## src/rtl/uart_pkg.sv

```systemverilog
// Shared UART definitions: TX controller state encoding, parity modes and
// the oversample ratio used by the tick generator and the TX/RX paths.
package uart_pkg;

    typedef enum logic [2:0] {
        TX_IDLE,
        TX_START,
        TX_DATA,
        TX_PARITY,
        TX_STOP
    } uart_tx_state_t;

    typedef enum logic [1:0] {
        PAR_NONE = 2'd0,
        PAR_EVEN = 2'd1,
        PAR_ODD  = 2'd2
    } parity_e;

    // Baud ticks per bit period; the tick generator must be built to match.
    localparam int unsigned UART_OVERSAMPLE = 16;

    // Parity bit from the XOR-reduction of the data word.
    function automatic logic parity_bit(input parity_e mode, input logic data_xor);
        return (mode == PAR_ODD) ? ~data_xor : data_xor;
    endfunction

endpackage

```

## src/rtl/uart_tx_ctrl.sv

```systemverilog
// UART transmit controller: accepts one word over valid/ready and sends it
// as start + data (LSB first) + optional parity + stop bits, paced by an
// externally generated oversample tick.
module uart_tx_ctrl
    import uart_pkg::*;
#(
    parameter int unsigned DATA_BITS  = 8,
    parameter int unsigned PARITY     = 0,
    parameter int unsigned STOP_BITS  = 1,
    parameter int unsigned OVERSAMPLE = UART_OVERSAMPLE
) (
    input  logic                 clk,
    input  logic                 rst_n,
    input  logic                 baud_tick,
    input  logic                 tx_valid,
    input  logic [DATA_BITS-1:0] tx_data,
    output logic                 tx_ready,
    output logic                 tx,
    output logic                 busy,
    output logic                 tx_done
);

    localparam parity_e PAR_MODE = parity_e'(PARITY[1:0]);
    localparam int CNT_W = $clog2(OVERSAMPLE);
    localparam int IDX_W = $clog2(DATA_BITS);
    localparam logic [CNT_W-1:0] CNT_LAST  = CNT_W'(OVERSAMPLE - 1);
    localparam logic [IDX_W-1:0] DATA_LAST = IDX_W'(DATA_BITS - 1);
    localparam logic [IDX_W-1:0] STOP_LAST = IDX_W'(STOP_BITS - 1);

    if (DATA_BITS < 5 || DATA_BITS > 9) begin : g_bad_data_bits
        $fatal(1, "uart_tx_ctrl: DATA_BITS must be 5..9");
    end
    if (PARITY > 2) begin : g_bad_parity
        $fatal(1, "uart_tx_ctrl: PARITY must be 0, 1 or 2");
    end
    if (STOP_BITS < 1 || STOP_BITS > 2) begin : g_bad_stop_bits
        $fatal(1, "uart_tx_ctrl: STOP_BITS must be 1 or 2");
    end
    if (OVERSAMPLE < 2) begin : g_bad_oversample
        $fatal(1, "uart_tx_ctrl: OVERSAMPLE must be at least 2");
    end

    uart_tx_state_t         state_q, state_d;
    logic [CNT_W-1:0]       cnt_q, cnt_d;
    logic [IDX_W-1:0]       idx_q, idx_d;
    logic [DATA_BITS-1:0]   shift_q, shift_d;
    logic                   par_q, par_d;
    logic                   tx_q, tx_d;
    logic                   done_q, done_d;
    logic                   bit_end;

    // A bit period closes on the last oversample tick of the period.
    assign bit_end = baud_tick && (cnt_q == CNT_LAST);

    // Next-state, counters and registered line level for the frame sequencer.
    always_comb begin
        state_d = state_q;
        cnt_d   = cnt_q;
        idx_d   = idx_q;
        shift_d = shift_q;
        par_d   = par_q;
        done_d  = 1'b0;

        // Tick phase is not realigned at accept; the counter only runs in a frame.
        if (state_q != TX_IDLE && baud_tick) begin
            cnt_d = bit_end ? '0 : cnt_q + 1'b1;
        end

        case (state_q)
            TX_IDLE: begin
                cnt_d = '0;
                if (tx_valid) begin
                    shift_d = tx_data;
                    par_d   = parity_bit(PAR_MODE, ^tx_data);
                    idx_d   = '0;
                    state_d = TX_START;
                end
            end
            TX_START: begin
                if (bit_end) begin
                    idx_d   = '0;
                    state_d = TX_DATA;
                end
            end
            TX_DATA: begin
                if (bit_end) begin
                    shift_d = {1'b0, shift_q[DATA_BITS-1:1]};
                    if (idx_q == DATA_LAST) begin
                        idx_d   = '0;
                        state_d = (PAR_MODE == PAR_NONE) ? TX_STOP : TX_PARITY;
                    end else begin
                        idx_d = idx_q + 1'b1;
                    end
                end
            end
            TX_PARITY: begin
                if (bit_end) begin
                    idx_d   = '0;
                    state_d = TX_STOP;
                end
            end
            TX_STOP: begin
                if (bit_end) begin
                    if (idx_q == STOP_LAST) begin
                        idx_d   = '0;
                        done_d  = 1'b1;
                        state_d = TX_IDLE;
                    end else begin
                        idx_d = idx_q + 1'b1;
                    end
                end
            end
            default: state_d = TX_IDLE;
        endcase

        // Line level follows the state being entered so tx is a clean flop output.
        case (state_d)
            TX_START:  tx_d = 1'b0;
            TX_DATA:   tx_d = shift_d[0];
            TX_PARITY: tx_d = par_d;
            default:   tx_d = 1'b1;
        endcase
    end

    // Control state and the line register; reset idles the line immediately.
    always_ff @(posedge clk or negedge rst_n) begin
        if (!rst_n) begin
            state_q <= TX_IDLE;
            cnt_q   <= '0;
            idx_q   <= '0;
            tx_q    <= 1'b1;
            done_q  <= 1'b0;
        end else begin
            state_q <= state_d;
            cnt_q   <= cnt_d;
            idx_q   <= idx_d;
            tx_q    <= tx_d;
            done_q  <= done_d;
        end
    end

    // Word and parity holding registers; only meaningful once a word is accepted.
    always_ff @(posedge clk) begin
        shift_q <= shift_d;
        par_q   <= par_d;
    end

    assign tx_ready = (state_q == TX_IDLE);
    assign busy     = (state_q != TX_IDLE);
    assign tx       = tx_q;
    assign tx_done  = done_q;

endmodule

```

## config.mk

```make
export PLATFORM = sky130hd
export DESIGN_NAME = uart_tx_ctrl
export DESIGN_NICKNAME = d
export VERILOG_FILES = /design/src/rtl/uart_pkg.sv /design/src/rtl/uart_tx_ctrl.sv
export SDC_FILE = /design/constraint.sdc
export NUM_CORES = 1
export LEC_CHECK = 0
export CORE_MARGIN = 2
export CORE_UTILIZATION = 52
export DETAILED_ROUTE_END_ITERATION = 8
export GPL_TIMING_DRIVEN = 0
export PLACE_DENSITY = 0.76
export RECOVER_POWER = 50
export SLEW_MARGIN = 20
export SYNTH_ARGS = -nofsm -noshare
export SYNTH_HDL_FRONTEND = slang
export SYNTH_SLANG_ARGS = --single-unit
```

## constraint.sdc

```tcl
create_clock -name clk -period 1.96 [get_ports clk]
set_input_delay 0.294 -clock clk [delete_from_list [all_inputs] [get_ports clk]]
set_output_delay 0.294 -clock clk [all_outputs]
set_load 0.05 [all_outputs]
```

# After elaboration in Yosys (flattened, before gate mapping)
# Index checks and enable logic that the tools add are counted.
# classes
mux	27
addsub	2
reduce_logical	12
eq_ne	13
# ops
cell	n
2-to-1 mux 3 bit	13
2-to-1 mux 8 bit	2
one-hot mux 8 bit (2 select lines)	1
one-hot mux 3 bit (5 select lines)	1
equality test 3 x 2 -> 1 bit, second input constant	4
2-to-1 mux 4 bit	3
one-hot mux 3 bit (4 select lines)	1
XOR reduction 8 bit	1
equality test 3 x 1 -> 1 bit, second input constant	2
equality test 3 bit, second input constant	2
logical NOT 3 bit	2
inequality test 2 bit, second input constant	3
2-to-1 mux 1 bit	5
AND reduction 5 bit	1
adder 4 x 1 -> 4 bit, second input constant	1
equality test 4 bit, second input constant	1
nonzero test 2 bit	2
nonzero test 4 bit	1
adder 3 x 1 -> 3 bit, second input constant	1
one-hot mux 1 bit (3 select lines)	1
AND reduction 3 bit	1
nonzero test 3 bit	1
logical AND 1 bit	2
inequality test 2 x 1 -> 1 bit, second input constant	1
OR reduction 2 bit	1
# totals
reg_bits	21
wordCells	62

# Longest topological paths before layout
# Gate-level depths: netlist of the first run.
# depth
ltp_word	6
mapped_depth	6

# Worst setup path before layout of the first run
# Ideal clock, no wire load.
# synth_timing
kind	register to output
start	register state_q[0]
end	output busy
path_stages_with_launch	4
path_slack_ps	-886
arrival_ps	2552
path_cell_list	dfrtp_1 > clkbuf_1 > nor3_1 > inv_1
# synth_via
elab_chain_cells	1
# synth_rtl
element	line	text
start, declared	uart_tx_ctrl.sv:43	uart_tx_state_t state_q, state_d;
start signal, assigned	uart_tx_ctrl.sv:134	state_q <= state_d;
nonzero test 3 bit	uart_tx_ctrl.sv:149	assign busy = (state_q != TX_IDLE);
end, declared	uart_tx_ctrl.sv:19	output logic busy,
# Every way passes these cells.

# Final worst setup path of the first run
# layout_timing
start	register tx_q (netlist: tx)
end	output tx
# layout_lines
element	line	text
start, declared	uart_tx_ctrl.sv:48	logic tx_q, tx_d;
start signal, assigned	uart_tx_ctrl.sv:137	tx_q <= tx_d;
end, declared	uart_tx_ctrl.sv:18	output logic tx,
# No word-level cell between the ends.

==> results.cfg, run 1 <==
[routing]
firstDrtPassIters = 4
ant_nets = 0
wl_per_cell_um = 14.7
drt_iter0_drc = 12
totalWireLength_um = 2320
route.vias.total = 932
avgViaCountPerCell = 5.90
drc = 0

[global_route]
grt_pass1_wl_um = 4060
grt_pass1_vias = 943
grt_overflow = 0
grtUsageMet2_pct = 34.0
grt_antenna_before_repair = 0
top_usage_layer = met2
grt_max_degree = 13
grt_use_met3_pct = 3.16
met1_usage_pct = 26.8
track_usage_pct = 20.7

[critical_path]
path_delay_family = buffers and inverters
crit_end = tx
worstPathMaxFanout = 1
worstPathCellList = clkdlybuf4s50_1
cp-start-kind = flop
slowest_delay_ns = 0.78
end_kind = primary output
cp.buffers_inverters = 1
r2r_slack_ns = 0.06
cp.required_ns = 1.67
r2r-start = cnt_q[1]$_DFFE_PN0P_
cp.arrival_ns = 1.62
critPathSlowestCell = clkdlybuf4s50_1
crit_start = tx$_DFF_PN1_
cp_num_cells = 1
path_class = reg2out
reg2reg_depth = 5
timing.rr.end = tx$_DFF_PN1_

[clock_network]
cts_hold_buf = 0
worstSkewPairLatency_ns = 0.31
cts.clk_slew.worst_paths_ns = 0.11
htree_levels = 1
root_buffer = clkbuf_4
cts_num_sinks = 21
cts_tree = done
numCtsBuffers = 3
clockBufferDepth = 2

[sta]
tns_ns = 0
fin_hold_ws_ns = 0.370
fin_skew_ns = 0.00143
max_freq_ghz = 0.522
slew_headroom_pct = 61.8
setup_viol = 0
rsz0062_at_grt = false
worst_pin_slew_ns = 0.571
finalHoldViolCount = 0
timing.final.crit_share_pct = 97.8
finalCriticalPeriod_ns = 1.92
setup_ws_ns = 0.0438
final_max_slew_viol_count = 0

[layout]
n_antenna_cell = 0
final_nets = 147
regArea_um2 = 553
final_util_pct = 64.8
fill_cells = 203
areaGrowthSynthToFinish_pct = 19.7
drive_gt1_share_pct = 15.4
multiInputGateArea_um2 = 607

[yosys]
synth_edf_count = 7
synthArstFlopShare_pct = 57.1
ys_ff_latch = 21
synth_warnings = 0
ys_types = 41
synthCells = 112
synth_seq_area_share_pct = 47.0
mappedNetlistNets = 128
syn_avg_cell_area_um2 = 10.5
synth_top_flop_cell = dfrtp_1
synth_area_mm2 = 0.00117

[placement]
io_buffers = 14
gp_congestion = 0.876
detailed_place_hpwl_um = 1720
preCtsSetupSlack_ns = -0.182

[floorplan]
initial_core_util_pct = 54.2
rows = 17
die_h_um = 51.5
coreArea_mm2 = 0.00217
ios = 16
die-area_mm2 = 0.00266
dieWidth_um = 51.5

[power]
leakagePower_nw = 0.562
p_per_area_mw_per_mm2 = 1330
total_power_mw = 1.87
ir_drop_mv = 0.688

[status]
outcome = finished clean

[worst_hold_path]
hold_start = baud_tick
hold_path.class = in2reg

[job]
cap_violations = 0
## final cells by class
class	count	share of cell area (%)
sequential	21	39.3
timing repair buffer	16	10.1
buffer	3	1.25
inverter	7	1.87
multi-input combinational	79	43.1
tap	28	2.49
clock buffer	4	1.87
## stage by stage
| stage | instance area [µm²] | cells |
|---|---|---|
| finish | 1410 | 158 |
| global route | 1410 | 158 |
| CTS | 1410 | 158 |
| detailed placement | 1360 | 154 |
| global placement | 1360 | 154 |
| floorplan | 1190 | 112 |
## logic make-up after synthesis
family          share of synthesized area, %
xor+xnor                                5.96
flops                                   47.0
mux                                     4.47
compound gates                          16.9
buf+inv                                 3.94
fa+ha+maj                               4.26
simple gates                            17.5
## report_power, final
group / switching [mW] / leakage, nW / internal [mW]
Clock: 0.133 / 0.0150 / 0.0795
Combinational: 0.483 / 0.322 / 0.406
Sequential: 0.140 / 0.225 / 0.628
## sequential cells by signal (all words and copies together), names as in the netlist
register / count
tx: 1
shift_q: 8
par_q: 1
state_q: 3
idx_q: 3
cnt_q: 4
tx_done: 1
## cell usage in the layout, fill, tap and decap left out, types with 3 or more instances in the layout
master           count
clkdlybuf4s50_1     11
xnor2_1              7
inv_1                7
o21ai_0              6
nor3_1               3
a21oi_1              5
ha_1                 3
nor2b_1              3
nor2_1               7
a22o_1               6
buf_2                3
nand2_1              4
dfrtp_1             10
clkbuf_4             4
mux2i_1              3
edfxtp_1             7
## worst min path at each step
stage                                end  slack (ns)  cells past startpoint
floorplan           cnt_q[0]$_DFFE_PN0P_      -0.002                      0
global placement           par_q$_DFF_P_        0.45                      2
detailed placement         par_q$_DFF_P_        0.45                      2
CTS                 cnt_q[2]$_DFFE_PN0P_        0.35                      1
global route        cnt_q[0]$_DFFE_PN0P_        0.42                      3
finish              cnt_q[1]$_DFFE_PN0P_        0.37                      3
## Yosys cell counts (2+ instances only)
library cell   n  area share, %
o21ai_0        6            2.6
nor2_1         7            2.2
a21oi_1        5            2.1
or2b_1         2            1.3
a2bb2oi_1      2            1.5
ha_1           4            4.3
edfxtp_1       7             18
xnor2_1        7            5.2
mux2i_1        3            2.6
nand2_1        4            1.3
a22o_1         6            4.5
mux2_2         2            1.9
nor2b_1        3            1.6
dfrtp_1       11             23
o22ai_1        2            1.1
nor3b_1        2            1.3
clkbuf_1       4            1.3
inv_1          7            2.2
nand2b_1       2            1.1
dfxtp_1        2            3.4
nor3_1         4            1.7
## layer usage
layer | wire, µm | share of wire [%]
met5 | 0 | 0
met4 | 39 | 1.7
met3 | 106 | 4.6
met2 | 1090 | 47
met1 | 1080 | 47
## repair_timing
action                                  4_1_cts  5_1_grt
cloned                                        0        0
setup buffers                                 1        1
gates resized for setup                      11        7
pin swaps                                     1        1
endpoints found under the setup margin       12       12
Power figures use the tool's default switching activity.
==> run 2: changes to the inputs <==
--- a/config.mk
+++ b/config.mk
@@ -5,12 +5,15 @@
 export SDC_FILE = /design/constraint.sdc
 export NUM_CORES = 1
 export LEC_CHECK = 0
+export CAP_MARGIN = 40
 export CORE_MARGIN = 2
 export CORE_UTILIZATION = 52
 export DETAILED_ROUTE_END_ITERATION = 8
 export GPL_TIMING_DRIVEN = 0
 export PLACE_DENSITY = 0.76
 export RECOVER_POWER = 50
+export SETUP_SLACK_MARGIN = 0.05
+export SKIP_LAST_GASP = 1
 export SLEW_MARGIN = 20
 export SYNTH_ARGS = -nofsm -noshare
 export SYNTH_HDL_FRONTEND = slang
==> results.cfg, run 2 (synthesized netlist as in run 1, its figures left out) <==
[placement]
io_buffers = 14
dpl_cell_area_mm2 = 0.00136
preCtsSetupSlack_ns = -0.182
gp_congestion = 0.876
detailed_place_hpwl_um = 1720

[routing]
totalWireLength_um = 2400
ant_nets = 0
avgViaCountPerCell = 5.89
wl_per_cell_um = 15.0
firstDrtPassIters = 4
drt_iter0_drc = 16
route.vias.total = 942
drc = 0

[sta]
setup_viol = 0
final_max_slew_viol_count = 0
max_freq_ghz = 0.536
timing.final.crit_share_pct = 95.2
fin_skew_ns = 0.00503
finalCriticalPeriod_ns = 1.87
rsz0062_at_grt = false
worst_pin_slew_ns = 0.567
setup_ws_ns = 0.0940
finalHoldViolCount = 0
fin_hold_ws_ns = 0.376
slew_headroom_pct = 62.1

[critical_path]
end_kind = flop
path_class = reg2reg
cp.required_ns = 2.20
cp.arrival_ns = 2.11
worstPathMaxFanout = 8
cp-start-kind = flop

[global_route]
grt_pass1_vias = 947
track_usage_pct = 20.8
grt_overflow = 0
grt_antenna_before_repair = 0
grt_max_degree = 13
grt_pass1_wl_um = 4090

[clock_network]
cts_tree = done
cts_num_sinks = 21
cts.clk_slew.worst_paths_ns = 0.12
root_buffer = clkbuf_4
htree_levels = 1
clockBufferDepth = 2
numCtsBuffers = 3
worstSkewPairLatency_ns = 0.30

[floorplan]
coreArea_mm2 = 0.00217
rows = 17
die_h_um = 51.5
initial_core_util_pct = 54.2
ios = 16
die-area_mm2 = 0.00266
dieWidth_um = 51.5

[layout]
final_common_cell = dfrtp_1
largest_reg_flops = 8
fin_area_mm2 = 0.00144
final_nets = 149
reg_top3 = shift_q (8), cnt_q (4)
n_antenna_cell = 0
areaGrowthSynthToFinish_pct = 22.2
largest-register = shift_q
final_util_pct = 66.1
drive_gt1_share_pct = 16.7
final_cell_mix = 11 x dfrtp_1, 10 x clkdlybuf4s50_1

[worst_hold_path]
hold_path.class = in2reg

[power]
ir_drop_mv = 0.719
leakagePower_nw = 0.577
p_per_area_mw_per_mm2 = 1350

[job]
cap_violations = 0

[status]
outcome = finished clean
[run 2: cell type report]
type	instances	area (µm²)
buffer	3	17.5
timing repair buffer	18	161
fill	197	734
sequential	21	552
clock buffer	4	26.3
inverter	7	26.3
tap	28	35.0
multi-input combinational	79	617
[run 2: final timing paths]
check	start	to	slack (ns)	cells after the start
max reg2reg	cnt_q[1]$_DFFE_PN0P_	tx$_DFF_PN1_	0.09	5
max	cnt_q[1]$_DFFE_PN0P_	tx$_DFF_PN1_	0.09	5
min reg2reg	par_q$_DFF_P_	par_q$_DFF_P_	0.48	2
min	baud_tick	cnt_q[1]$_DFFE_PN0P_	0.38	3
min in group asynchronous	rst_n	cnt_q[2]$_DFFE_PN0P_	0.41	1
max in group asynchronous	rst_n	idx_q[2]$_DFFE_PN0P_	1.18	1
[run 2: power breakdown]
group | switching, mW | internal [mW]
logic | 0.516 | 0.448
registers | 0.133 | 0.625
clock network | 0.130 | 0.0793
[run 2: critical path: stages (launching register included)]
cell     delay [ns]
dfrtp_1        0.44
ha_4           0.18
nand4_4        0.18
o311a_1        0.37
a221o_1        0.29
o32a_1         0.34
[run 2: metrics by stage]
| stage | cells | total power, mW | setup TNS, ns |
|---|---|---|---|
| 6_report | 160 | 1.93 | 0 |
| 3_5_place_dp | 154 | 1.63 | -1.14 |
| 4_1_cts | 158 | 1.88 | 0 |
| 2_1_floorplan | 112 | 1.41 | 0 |
| 3_3_place_gp | 154 | 1.60 | -1.05 |
| 5_1_grt | 160 | 2.08 | 0 |
[run 2: what timing repair did]
action	CTS	global route
buffers inserted	2	2
resized for setup	19	3
gates cloned	0	0
setup endpoints to repair	13	11
pin swaps	1	0
hold buffers	0	0
[run 2: layer usage]
metal | global-route usage [%] | vias up | wire (µm)
met4 | 9.65 | 0 | 20
met1 | 27.0 | 453 | 1130
met2 | 34.2 | 31 | 1140
met5 | 0 | - | 0
met3 | 3.16 | 4 | 115
li1 | - | 454 | -
==> run 3: changes to the inputs <==
--- a/config.mk
+++ b/config.mk
@@ -10,6 +10,7 @@
 export CORE_UTILIZATION = 52
 export DETAILED_ROUTE_END_ITERATION = 8
 export GPL_TIMING_DRIVEN = 0
+export MAX_ROUTING_LAYER = met4
 export PLACE_DENSITY = 0.76
 export RECOVER_POWER = 50
 export SETUP_SLACK_MARGIN = 0.05
==> results.cfg, run 3 (synthesized netlist as in run 1, its figures left out) <==
[job]
cap_violations = 0

[layout]
n_antenna_cell = 0
largest-register = shift_q
largest_reg_flops = 8
final_common_cell = dfrtp_1
final_nets = 149
final_cell_mix = 11 x dfrtp_1, 10 x clkdlybuf4s50_1
reg_top3 = shift_q (8), cnt_q (4)
drive_gt1_share_pct = 16.7
areaGrowthSynthToFinish_pct = 22.2

[placement]
gp_congestion = 0.890
detailed_place_hpwl_um = 1720
io_buffers = 14

[worst_hold_path]
hold_start = baud_tick
hold_path.class = in2reg

[power]
total_power_mw = 1.93
ir_drop_mv = 0.717
intPower_mw = 1.15
comb_power_share_pct = 49.9
sequentialPowerShare_pct = 39.3
p_per_area_mw_per_mm2 = 1340
p_switching_mw = 0.777
pwr-share-clk_pct = 10.8
leakagePower_nw = 0.577
switching_share_pct = 40.3

[sta]
max_freq_ghz = 0.538
final_max_slew_viol_count = 0
setup_viol = 0
rsz0062_at_grt = false
fin_hold_ws_ns = 0.379
timing.final.crit_share_pct = 94.8
worst_pin_slew_ns = 0.567
slew_headroom_pct = 62.1
finalHoldViolCount = 0
finalCriticalPeriod_ns = 1.86
tns_ns = 0
fin_skew_ns = 0.00371

[clock_network]
root_buffer = clkbuf_4
cts_hold_buf = 0
cts_num_sinks = 21
worstSkewPairLatency_ns = 0.30
htree_levels = 1
clockBufferDepth = 2
numCtsBuffers = 3
cts_tree = done
cts.clk_slew.worst_paths_ns = 0.12

[floorplan]
dieWidth_um = 51.5
coreArea_mm2 = 0.00217
die-area_mm2 = 0.00266
rows = 17
initial_core_util_pct = 54.2
ios = 16
die_h_um = 51.5

[status]
outcome = finished clean

[global_route]
grt_max_degree = 13
track_usage_pct = 21.4
grt_antenna_before_repair = 0
grt_pass1_vias = 944
grt_overflow = 0
grt_pass1_wl_um = 4110

[critical_path]
worstPathCellList = ha_4 -> nand4_4 -> o311a_1 -> a221o_1 -> o32a_1
cp.buffers_inverters = 0
critPathSlowestCell = dfrtp_1
r2r_slack_ns = 0.10
r2r-start = cnt_q[1]$_DFFE_PN0P_
path_class = reg2reg
cp.required_ns = 2.20
end_kind = flop
crit_start = cnt_q[1]$_DFFE_PN0P_
path_delay_family = compound AO/OA/AOI/OAI gates
worstPathMaxFanout = 8
cp-start-kind = flop
cp.arrival_ns = 2.10
slowest_delay_ns = 0.44

[routing]
firstDrtPassIters = 4
drc = 0
wl_per_cell_um = 14.9
ant_nets = 0
avgViaCountPerCell = 5.82
route.vias.total = 931
drt_iter0_drc = 16
totalWireLength_um = 2390
run 3: layer usage:
layer / global-route usage (%) / up-vias / wire length [µm] / share of wire, %
met5: - / - / 0 / 0
met3: 3.16 / 2 / 109 / 4.6
li1: - / 455 / - / -
met4: 9.65 / 0 / 13 / 0.54
met1: 27.2 / 449 / 1100 / 46
met2: 34.2 / 25 / 1170 / 49
run 3: layout make-up:
class                           count  area [µm²]
Clock buffer                        4        26.3
Tap cell                           28        35.0
Timing Repair Buffer               18         161
Multi-Input combinational cell     79         617
Inverter                            7        26.3
Buffer                              3        17.5
Fill cell                         197         734
Sequential cell                    21         552
run 3: power by group through the flow:
| stage | sequential (mW) | clock (mW) | combinational [mW] |
|---|---|---|---|
| final | 0.759 | 0.208 | 0.962 |
| after floorplan | 0.771 | 0 | 0.639 |
| after CTS | 0.765 | 0.217 | 0.895 |
| after global placement | 0.761 | 0 | 0.840 |
| after global routing | 0.779 | 0.226 | 1.08 |
| after detailed placement | 0.773 | 0 | 0.861 |
run 3: repair_timing:
| action | CTS | global route |
|---|---|---|
| pin swaps | 1 | 0 |
| buffers inserted | 2 | 2 |
| endpoints found under the setup margin | 13 | 11 |
| resized for setup | 19 | 3 |
run 3: final timing paths:
kind | to | depth (start not counted)
setup / recovery | tx$_DFF_PN1_ | 5
min in group asynchronous | cnt_q[2]$_DFFE_PN0P_ | 1
max in group asynchronous | idx_q[2]$_DFFE_PN0P_ | 1
hold reg to reg | par_q$_DFF_P_ | 2
hold / removal | cnt_q[1]$_DFFE_PN0P_ | 3
setup reg to reg | tx$_DFF_PN1_ | 5
run 3: metrics by stage:
step	std cells	worst slack, ns	utilization [%]	cell area [µm²]
after global routing	160	0.0352	66.1	1440
after floorplan	112	0.112	-	1190
after global placement	154	-0.168	62.7	1360
after detailed placement	154	-0.182	62.7	1360
after CTS	158	0.0738	64.9	1410
final	160	0.102	66.1	1440
run 3: worst reg2reg max path, cell delays in order, from the launching register on:
cell and delay (ns):
dfrtp_1 0.44, ha_4 0.18, nand4_4 0.18, o311a_1 0.37, a221o_1 0.29, o32a_1 0.34
